===== src/rtl/pwm_ramp_pkg.sv =====
// Shared types and constants for the PWM soft-start / soft-stop ramp controller.
package pwm_ramp_pkg;

    localparam int SPEED_W = 3;
    localparam logic [SPEED_W-1:0] SPEED_MAX = 3'd7;

    typedef enum logic [1:0] {
        OFF  = 2'd0,
        RAMP = 2'd1,
        HOLD = 2'd2,
        STOP = 2'd3
    } ramp_state_t;

    // One level toward the target, saturating at 0 and SPEED_MAX.
    function automatic logic [SPEED_W-1:0] step_toward(
        input logic [SPEED_W-1:0] cur,
        input logic [SPEED_W-1:0] tgt
    );
        if ((tgt > cur) && (cur != SPEED_MAX)) return cur + 3'd1;
        if ((tgt < cur) && (cur != '0))        return cur - 3'd1;
        return cur;
    endfunction

endpackage


===== src/rtl/pwm_speed_ramp_if.sv =====
// Pad-side request and PWM-side drive signals of the ramp controller.
// estop_n exists only when PWM_RAMP_ESTOP_EN is defined.
interface pwm_speed_ramp_if;
    import pwm_ramp_pkg::*;

    logic               run_req;
    logic [SPEED_W-1:0] target_speed;
    logic [SPEED_W-1:0] speed;
    logic               pwm_enable;
    logic               busy;
    logic               at_target;
`ifdef PWM_RAMP_ESTOP_EN
    logic               estop_n;

    modport master (output run_req, target_speed, estop_n,
                    input  speed, pwm_enable, busy, at_target);
    modport slave  (input  run_req, target_speed, estop_n,
                    output speed, pwm_enable, busy, at_target);
`else
    modport master (output run_req, target_speed,
                    input  speed, pwm_enable, busy, at_target);
    modport slave  (input  run_req, target_speed,
                    output speed, pwm_enable, busy, at_target);
`endif

endinterface


===== src/rtl/ramp_tick_gen.sv =====
// Step prescaler: pulses tick every STEP_CYCLES clocks while run is high,
// restarting from zero whenever clear is asserted.
module ramp_tick_gen #(
    parameter int STEP_CYCLES = 50000,
    parameter int CNT_W       = 16
) (
    input  logic clk,
    input  logic rst_n,
    input  logic clear,
    input  logic run,
    output logic tick
);

    localparam logic [CNT_W-1:0] LAST = CNT_W'(STEP_CYCLES - 1);

    logic [CNT_W-1:0] cnt;

    assign tick = run && (cnt == LAST);

    always_ff @(posedge clk) begin
        if (!rst_n) begin
            cnt <= '0;
        end else if (clear || !run) begin
            cnt <= '0;
        end else if (cnt == LAST) begin
            cnt <= '0;
        end else begin
            cnt <= cnt + CNT_W'(1);
        end
    end

endmodule


===== src/rtl/pwm_speed_ramp.sv =====
// Soft-start / soft-stop controller driving the PWM speed select and enable.
// Optional emergency stop input enabled by defining PWM_RAMP_ESTOP_EN.
//   state | meaning
//   OFF   | speed 0, PWM disabled, waiting for run
//   RAMP  | stepping speed toward target, one level per tick
//   HOLD  | speed equals target
//   STOP  | stepping down to 0 before releasing enable
module pwm_speed_ramp
    import pwm_ramp_pkg::*;
#(
    parameter int STEP_CYCLES = 50000,
    parameter int CNT_W       = 16
) (
    input  logic             clk,
    input  logic             rst_n,
    pwm_speed_ramp_if.slave  bus
);

    logic               run_m, run_s;
    logic [SPEED_W-1:0] tgt_m, tgt_s;

    ramp_state_t        state;
    logic [SPEED_W-1:0] speed_q;
    logic               pwm_en_q;
    logic               busy_q;
    logic               at_tgt_q;

    logic               tick;
    logic               clear;
    logic               run_cnt;
    logic               estop_act;
    logic               estop_blk;
    logic [SPEED_W-1:0] speed_step;

    always_ff @(posedge clk) begin
        if (!rst_n) begin
            run_m <= 1'b0;
            run_s <= 1'b0;
            tgt_m <= '0;
            tgt_s <= '0;
        end else begin
            run_m <= bus.run_req;
            run_s <= run_m;
            tgt_m <= bus.target_speed;
            tgt_s <= tgt_m;
        end
    end

`ifdef PWM_RAMP_ESTOP_EN
    logic est_m, est_s, est_latch;

    // Synchroniser resets to the released level so reset alone never trips the latch.
    always_ff @(posedge clk) begin
        if (!rst_n) begin
            est_m     <= 1'b1;
            est_s     <= 1'b1;
            est_latch <= 1'b0;
        end else begin
            est_m <= bus.estop_n;
            est_s <= est_m;
            if (!est_s) begin
                est_latch <= 1'b1;
            end else if (!run_s) begin
                est_latch <= 1'b0;
            end
        end
    end

    assign estop_act = !est_s;
    assign estop_blk = est_latch;
`else
    assign estop_act = 1'b0;
    assign estop_blk = 1'b0;
`endif

    assign run_cnt    = (state == RAMP) || (state == STOP);
    assign speed_step = step_toward(speed_q, tgt_s);

    // Asserted exactly when the FSM is about to enter RAMP or STOP.
    always_comb begin
        clear = 1'b0;
        unique case (state)
            OFF:     clear = run_s && !estop_blk;
            RAMP:    clear = !run_s;
            HOLD:    clear = !run_s || (tgt_s != speed_q);
            STOP:    clear = run_s;
            default: clear = 1'b0;
        endcase
    end

    ramp_tick_gen #(
        .STEP_CYCLES (STEP_CYCLES),
        .CNT_W       (CNT_W)
    ) u_tick (
        .clk   (clk),
        .rst_n (rst_n),
        .clear (clear),
        .run   (run_cnt),
        .tick  (tick)
    );

    always_ff @(posedge clk) begin
        if (!rst_n || estop_act) begin
            state    <= OFF;
            speed_q  <= '0;
            pwm_en_q <= 1'b0;
            busy_q   <= 1'b0;
            at_tgt_q <= 1'b0;
        end else begin
            unique case (state)
                OFF: begin
                    speed_q <= '0;
                    if (run_s && !estop_blk) begin
                        state    <= RAMP;
                        pwm_en_q <= 1'b1;
                        busy_q   <= 1'b1;
                        at_tgt_q <= 1'b0;
                    end
                end
                RAMP: begin
                    if (!run_s) begin
                        state <= STOP;
                    end else if (speed_q == tgt_s) begin
                        state    <= HOLD;
                        busy_q   <= 1'b0;
                        at_tgt_q <= 1'b1;
                    end else if (tick) begin
                        speed_q <= speed_step;
                        if (speed_step == tgt_s) begin
                            state    <= HOLD;
                            busy_q   <= 1'b0;
                            at_tgt_q <= 1'b1;
                        end
                    end
                end
                HOLD: begin
                    if (!run_s) begin
                        state    <= STOP;
                        busy_q   <= 1'b1;
                        at_tgt_q <= 1'b0;
                    end else if (tgt_s != speed_q) begin
                        state    <= RAMP;
                        busy_q   <= 1'b1;
                        at_tgt_q <= 1'b0;
                    end
                end
                STOP: begin
                    if (run_s) begin
                        state <= RAMP;
                    end else if (speed_q == '0) begin
                        state    <= OFF;
                        pwm_en_q <= 1'b0;
                        busy_q   <= 1'b0;
                    end else if (tick) begin
                        speed_q <= speed_q - 3'd1;
                    end
                end
                default: begin
                    state    <= OFF;
                    speed_q  <= '0;
                    pwm_en_q <= 1'b0;
                    busy_q   <= 1'b0;
                    at_tgt_q <= 1'b0;
                end
            endcase
        end
    end

    assign bus.speed      = speed_q;
    assign bus.pwm_enable = pwm_en_q;
    assign bus.busy       = busy_q;
    assign bus.at_target  = at_tgt_q;

endmodule


===== src/flat_wrapper.sv =====
// flat-port wrapper written by rule: the top's interface ports become plain ports
module pwm_speed_ramp_flat import pwm_ramp_pkg::*;
#(
    parameter int STEP_CYCLES = 50000,
    parameter int CNT_W       = 16
)
  (clk, rst_n, bus_run_req, bus_target_speed, bus_speed, bus_pwm_enable, bus_busy, bus_at_target);
  pwm_speed_ramp_if bus_i ();
  input  logic clk;
  input  logic rst_n;
  input wire logic [$bits(bus_i.run_req)-1:0] bus_run_req;
  input wire logic [$bits(bus_i.target_speed)-1:0] bus_target_speed;
  output wire logic [$bits(bus_i.speed)-1:0] bus_speed;
  output wire logic [$bits(bus_i.pwm_enable)-1:0] bus_pwm_enable;
  output wire logic [$bits(bus_i.busy)-1:0] bus_busy;
  output wire logic [$bits(bus_i.at_target)-1:0] bus_at_target;
  assign bus_i.run_req = bus_run_req;
  assign bus_i.target_speed = bus_target_speed;
  assign bus_speed = bus_i.speed;
  assign bus_pwm_enable = bus_i.pwm_enable;
  assign bus_busy = bus_i.busy;
  assign bus_at_target = bus_i.at_target;
  pwm_speed_ramp #(.STEP_CYCLES(STEP_CYCLES), .CNT_W(CNT_W)) u_core (.clk(clk), .rst_n(rst_n), .bus(bus_i));
endmodule

===== config.mk =====
export PLATFORM = sky130hd
export DESIGN_NAME = pwm_speed_ramp_flat
export DESIGN_NICKNAME = d
export VERILOG_FILES = /design/src/rtl/pwm_ramp_pkg.sv /design/src/rtl/pwm_speed_ramp_if.sv /design/src/rtl/ramp_tick_gen.sv /design/src/rtl/pwm_speed_ramp.sv /design/src/flat_wrapper.sv
export SDC_FILE = /design/constraint.sdc
export NUM_CORES = 1
export LEC_CHECK = 0
export BUFFER_PORTS_ARGS = -buffer_cell sky130_fd_sc_hd__buf_2
export CAP_MARGIN = 20
export CORE_ASPECT_RATIO = 0.5
export CORE_UTILIZATION = 61
export CTS_BUF_LIST = sky130_fd_sc_hd__clkbuf_16
export DETAILED_ROUTE_END_ITERATION = 8
export PLACE_DENSITY = 0.89
export REMOVE_ABC_BUFFERS = 1
export SLEW_MARGIN = 20
export SYNTH_ARGS = -nofsm -noshare
export SYNTH_HDL_FRONTEND = slang
export SYNTH_HIERARCHICAL = 1
export SYNTH_SLANG_ARGS = --single-unit

===== constraint.sdc =====
create_clock -name clk -period 5.1 [get_ports clk]
set_input_delay 0.51 -clock clk [delete_from_list [all_inputs] [get_ports clk]]
set_output_delay 0.51 -clock clk [all_outputs]
set_load 0.005 [all_outputs]

* After elaboration in Yosys (flattened, before gate mapping) *
Index checks and enable logic that the tools add are counted.

operators by class
  order comparisons = 2
  reductions and logical operators = 21
  divide/modulo/power cells = 0
  add/sub/neg operators = 3
  bitwise logic cells = 1
  equal/unequal tests = 22
  shifts and indexed selects = 0
  multipliers = 0
  muxes and demuxes = 44

operator list
  cell                   count
  $mux 3                 10
  $mux 1                 19
  $mux 2                 9
  $add 16x1->16 const B  1
  $eq 16x16->1 const B   1
  $reduce_and 7->1       2
  $ne 3x3->1 const B     3
  $pmux 3 s3             1
  $reduce_bool 3->1      3
  $ne 2x1->1 const B     4
  $ne 2x2->1 const B     4
  $ne 4x4->1 const B     2
  $pmux 2 s4             1
  $eq 3x3->1             2
  $ne 3x2->1 const B     2
  $pmux 1 s3             2
  $reduce_and 6->1       1
  $reduce_and 5->1       1
  $eq 2x2->1 const B     2
  $pmux 1 s4             1
  $reduce_and 4->1       1
  $add 3x1->3 const B    1
  $gt 3x3->1             1
  $logic_and 1x1->1      3
  other kinds (13)       16

word-level totals
  RAM bits = 0
  logic and storage cells = 103
  bits in latches = 0
  input port bits = 6
  register bits after elaboration = 32
  output and inout port bits = 6
  memories = 0
  bits in read-only memories = 0

* Longest topological paths before layout *
  word-level depth = 12
  depth in mapped cells = 10
  gate-level depth less buffers = 9

* Cells and area by module *
Netlist, hierarchy kept.

modules (own cells, without submodules)
  module          instances  area each (um2)  cells each  seq. area each (um2)
  pwm_speed_ramp  1          1066.0           126         320.3
  ramp_tick_gen   1          721.9            84          320.3

* Worst setup path before layout *
Ideal clock, no wire load.

  kind = register -> register
  start point = register u_core.speed_q[2], in the netlist u_core/bus.speed[2]
  end point = register u_core.busy_q, in the netlist u_core/bus.busy
  arrival time = 2.075 ns
  stages on the path, launching flop included = 10
  path slack = 2.907 ns
  clock period less this slack = 2.193 ns
  buffers on the path = 0
  setup time = 0.119 ns
  path through = dfxtp_1 -> inv_1 -> ha_1 -> a21oi_2 -> nand3_1 -> a21o_1 -> o21ai_1 -> xnor2_1 -> a21boi_1 -> o221a_1

on the way
  longest elaborated chain between the ends = 9
  elaborated cells on any way between the ends = 27
  classes of those cells = add/sub: 2; order compare: 2; eq/ne: 8; mux: 10; reduce/logical: 5

RTL lines
  item                                                    line                   RTL
  start: declaration                                      pwm_speed_ramp.sv:23   logic [SPEED_W-1:0] speed_q;
  start signal: assignment                                pwm_speed_ramp.sv:128  speed_q <= speed_step;
  start signal: assignment                                pwm_speed_ramp.sv:155  speed_q <= speed_q - 3'd1;
  $lt 3x3->1 / $reduce_bool 3->1 (equally long branches)  pwm_ramp_pkg.sv:20     if ((tgt < cur) && (cur != '0)) return cur - 3'd1;
  $logic_and 1x1->1                                       pwm_ramp_pkg.sv:20
  $mux 1 (2 in a row)                                     pwm_ramp_pkg.sv:20
  $mux 3                                                  pwm_ramp_pkg.sv:21     return cur;
  $mux 3                                                  pwm_ramp_pkg.sv:20
  $eq 3x3->1                                              pwm_speed_ramp.sv:129  if (speed_step == tgt_s) begin
  $ne 3x3->1 (no source line)                             --
  $reduce_and 7->1 (no source line)                       --
  end signal: assignment                                  pwm_speed_ramp.sv:125  busy_q <= 1'b0;
  end signal: assignment                                  pwm_speed_ramp.sv:131  busy_q <= 1'b0;
  end signal: assignment                                  pwm_speed_ramp.sv:139  busy_q <= 1'b1;
  end: declaration                                        pwm_speed_ramp.sv:25   logic busy_q;

Parallel ways exist; a longest one is shown, timed or not. The select of a mux whose other input is x is not followed.
A chain may end at the register's enable or synchronous reset.

* Final worst setup path *
  start point = register u_core.u_tick.cnt[0]
  end point = register u_core.speed_q[0], in the netlist u_core/bus.speed[0]

on the way
  longest elaborated chain between the ends = 4
  elaborated cells on any way between the ends = 5
  classes of those cells = eq/ne: 3; reduce/logical: 2

RTL lines
  item                                   line                  RTL
  start: declaration                     ramp_tick_gen.sv:16   logic [CNT_W-1:0] cnt;
  start signal: assignment               ramp_tick_gen.sv:28   cnt <= cnt + CNT_W'(1);
  $eq 16x16->1 (*)                       ramp_tick_gen.sv:18   assign tick = run && (cnt == LAST);
  $logic_and 1x1->1 (*)                  ramp_tick_gen.sv:18
  via u_core.tick                        pwm_speed_ramp.sv:28  logic tick;
  $ne 2x1->1 (no source line)            --
  $reduce_and 7->1 (no source line) (*)  --

Mark *: on every way through the listed nets, which the timed path passes. The rest lies on a longest branch.

==> metrics.md <==
| Metric | Value |
|---|---|
| P_sw | 332 uW |
| Post-synthesis cell area | 1790 um^2 |
| HPWL after DPL | 2.66 mm |
| Clock sinks | 32 |
| Fin crit share | 50.5% |
| Setup TNS Final | 0 ns |
| Max Fanout on Critical Path | 8 |
| 1st-iter DRT viols | 193 |
| Fraction of registers with async set/reset | 0% |
| Die ar. | 3160 um^2 |
| Cell variety after synth | 46 |
| Simple-Gate Fraction of Synth Area | 25.3% |
| EDFF count, synth | 0 |
| Gr usage total | 27.9% |
| RSZ-0062 raised after global routing | false |
| Skew-Pair Late Insertion Delay | 0.28 ns |
| Adder-Cell Fraction of Synth Area | 8.40% |
| First-pass DRT Iterations | 4 |
| Final Hold Violating Endpoints | 0 |
| Worst hold path type | reg2reg |
| Share of synthesized area spent on multiplexers | 0.560% |
| Ranking of synthesized cells by area | dfxtp_1 (36%), ha_1 (8.4%), xnor2_1 (7.8%), nor2_1 (6.1%), inv_1 (3.4%) |
| Worst EP arrival | 2.78 ns |
| Worst setup EP type | flip-flop |
| Share of cells above drive strength 1 | 11.6% |
| Worst Max-Slew Pin Slew | 0.422 ns |
| MaxCap Viol Count | 0 |
| Yosys top cell by area | dfxtp_1 |
| Grt ovf | 0 |
| Fillers | 189 |
| Max VDD drop | 224 uV |
| Combinational power share | 34.1% |
| P_leak | 0.000743 uW |
| Min Tclk post-route | 2.57 ns |
| Vias in the first global route | 1383 |
| Residual DRC count | 0 |
| Dominant cell by count in the synthesized netlist | dfxtp_1 |
| Cell row count | 13 |
| XOR/XNOR Fraction of Synth Area | 8.82% |
| First-pass GRT wire length | 6.33 mm |
| Post-Route WL | 3.90 mm |
| Core area | 2680 um^2 |
| Final nets | 241 |
| Buffers on Ports | 11 |
| Resized Gates After CTS | 0 |
| Final Setup Violations | 0 |
| Power per cell area | 471 nW/um^2 |
| CTS tree | built |
| Post-DR vias/cell | 5.98 |
| Register area share after synthesis | 35.8% |
| Placed insts | 253 |
| Worst relative slew slack | 71.7% |
| Prevailing post-synth register cell | dfxtp_1 |
| Post-CTS Hold Buffers | 0 |
| H-tree Lvls | 2 |
| Fmax | 388 MHz |
| Sequential share of power | 30.7% |
| Post-CTS Setup Repair Bufs | 0 |
| Clock Root Buffer | clkbuf_16 |
| Die W | 78.6 um |
| Post-route insts no fill | 261 |
| Syn avg cell area | 8.51 um^2 |
| Gpl congestion | 0.833 |
| WL per Instance | 14.9 um |
| # diodes | 0 |
| Starting Density | 66.6% |
| Outcome | finished clean |
| Main combinational cell family by area after synthesis | simple AND/OR/NAND/NOR gates |
| Post-synth top cells | dfxtp_1 (32), nor2_1 (29), inv_1 (16), xnor2_1 (16), ha_1 (12) |
| CTS Buffer Depth | 2 |
| Clock network power share | 35.2% |
| Remaining antenna violation count after routing | 0 |
| Area grow syn2layout | 13.6% |
| Post-synthesis instance total | 210 |
| Largest net degree at the start of global routing | 17 |
| Clock skew | 0.00282 ns |
| Slew Limit Fails | 0 |
| Internal power | 625 uW |
| Sw frac | 34.7% |
| Initial antenna violation count | 0 |
| Critical path class | reg2reg |
| Die Y | 40.3 um |
| # IOs | 12 |
| Synthesis Warnings | 6 |
| Worst-path clk slew | 0.05 ns |
| #FFs+latches synth | 32 |
| CTS buffer count | 5 |
| Synth Area in Compound Gates | 16.3% |
| Total number of vias | 1561 |
| WP data required | 5.30 ns |
| CP Launch Type | flip-flop |
| Synth top area share | 35.8% |
## metal layers
metal	vias to the layer above	part of all wire, %	track usage, %	wire length [um]
met4	0	2.3	11.6	89
met3	15	6.3	10.5	247
met1	730	42	31.8	1630
met5	-	0	0	0
met2	54	50	49.8	1930
li1	762	-	-	-
## worst paths after layout
path,start,end,slack [ns],depth (start not counted)
hold / removal,u_core/tgt_m[2]$_SDFF_PN0_,u_core/tgt_s[2]$_SDFF_PN0_,0.43,1
setup / recovery,u_core/u_tick/cnt[0]$_SDFF_PP0_,u_core/bus.speed[0]$_SDFFE_PN0P_,2.53,8
setup reg to reg,u_core/u_tick/cnt[0]$_SDFF_PP0_,u_core/bus.speed[0]$_SDFFE_PN0P_,2.53,8
hold reg to reg,u_core/tgt_m[2]$_SDFF_PN0_,u_core/tgt_s[2]$_SDFF_PN0_,0.43,1
## cells in the final DEF, fill, tap and decap left out, types with 3 or more instances in the layout
| master | instances |
|---|---|
| and2_1 | 9 |
| nor4_1 | 5 |
| dfxtp_1 | 32 |
| nand3_1 | 8 |
| nor3_1 | 4 |
| nand4_1 | 7 |
| o21ai_0 | 7 |
| nor2b_1 | 3 |
| a21oi_1 | 6 |
| xnor2_1 | 16 |
| a211o_1 | 3 |
| ha_1 | 12 |
| inv_1 | 16 |
| nand2_1 | 11 |
| buf_2 | 11 |
| nor2_1 | 29 |
| clkbuf_16 | 5 |
## logic make-up (layout without fill, tap and decap cells)
kind of cell / count (synthesis) / in the layout
compound gates: 38 / 38
xor+xnor: 18 / 18
fa+ha+maj: 12 / 12
buf+inv: 21 / 35
flops: 32 / 32
mux: 1 / 1
simple gates: 88 / 88
## critical path, stage by stage, from the launching register on
cell     delay (ns)
dfxtp_1        0.37
ha_1           0.20
nand3_1        0.27
nor4_1         0.41
and2_1         0.26
nand2_1        0.08
a211o_1        0.37
or3_1          0.37
a21oi_1        0.17
## flip-flops by register name, indices dropped and copies added (netlist names)
register / cells
u_core/run_m: 1
u_core/bus.busy: 1
u_core/run_s: 1
u_core/tgt_s: 3
u_core/bus.at_target: 1
u_core/tgt_m: 3
u_core/u_tick/cnt: 16
u_core/state: 2
u_core/bus.speed: 3
u_core/bus.pwm_enable: 1
## power by group through the flow
stage / clock network [uW] / logic (uW) / registers [uW]
global route: 359 / 357 / 298
finish: 337 / 327 / 294
CTS: 343 / 320 / 293
global placement: 0 / 298 / 297
floorplan: 0 / 238 / 295
detailed placement: 0 / 312 / 298
## final cells by class
class                      instances  area [um^2]  area share, %
inverter                          16         60.1           2.96
timing repair buffer              11         55.1           2.71
tap                               37         46.3           2.28
clock buffer                       5          125           6.16
sequential                        32          641           31.5
clock inverter                     3         42.5           2.09
multi-input combinational        157         1060           52.2
## per-stage QoR
| stage | total power, uW | cell area (um^2) | hold slack (ns) | setup slack (ns) | utilization [%] |
|---|---|---|---|---|---|
| after floorplan | 533 | 1760 | 0.406 | 2.91 | - |
| after global placement | 595 | 1860 | 0.414 | 2.72 | 69.4 |
| after detailed placement | 610 | 1860 | 0.416 | 2.61 | 69.4 |
| after CTS | 956 | 2030 | 0.432 | 2.58 | 75.7 |
| after global routing | 1010 | 2030 | 0.437 | 2.37 | 75.7 |
| final | 957 | 2030 | 0.435 | 2.53 | 75.7 |
No activity file was read; power rests on OpenSTA's default activity.
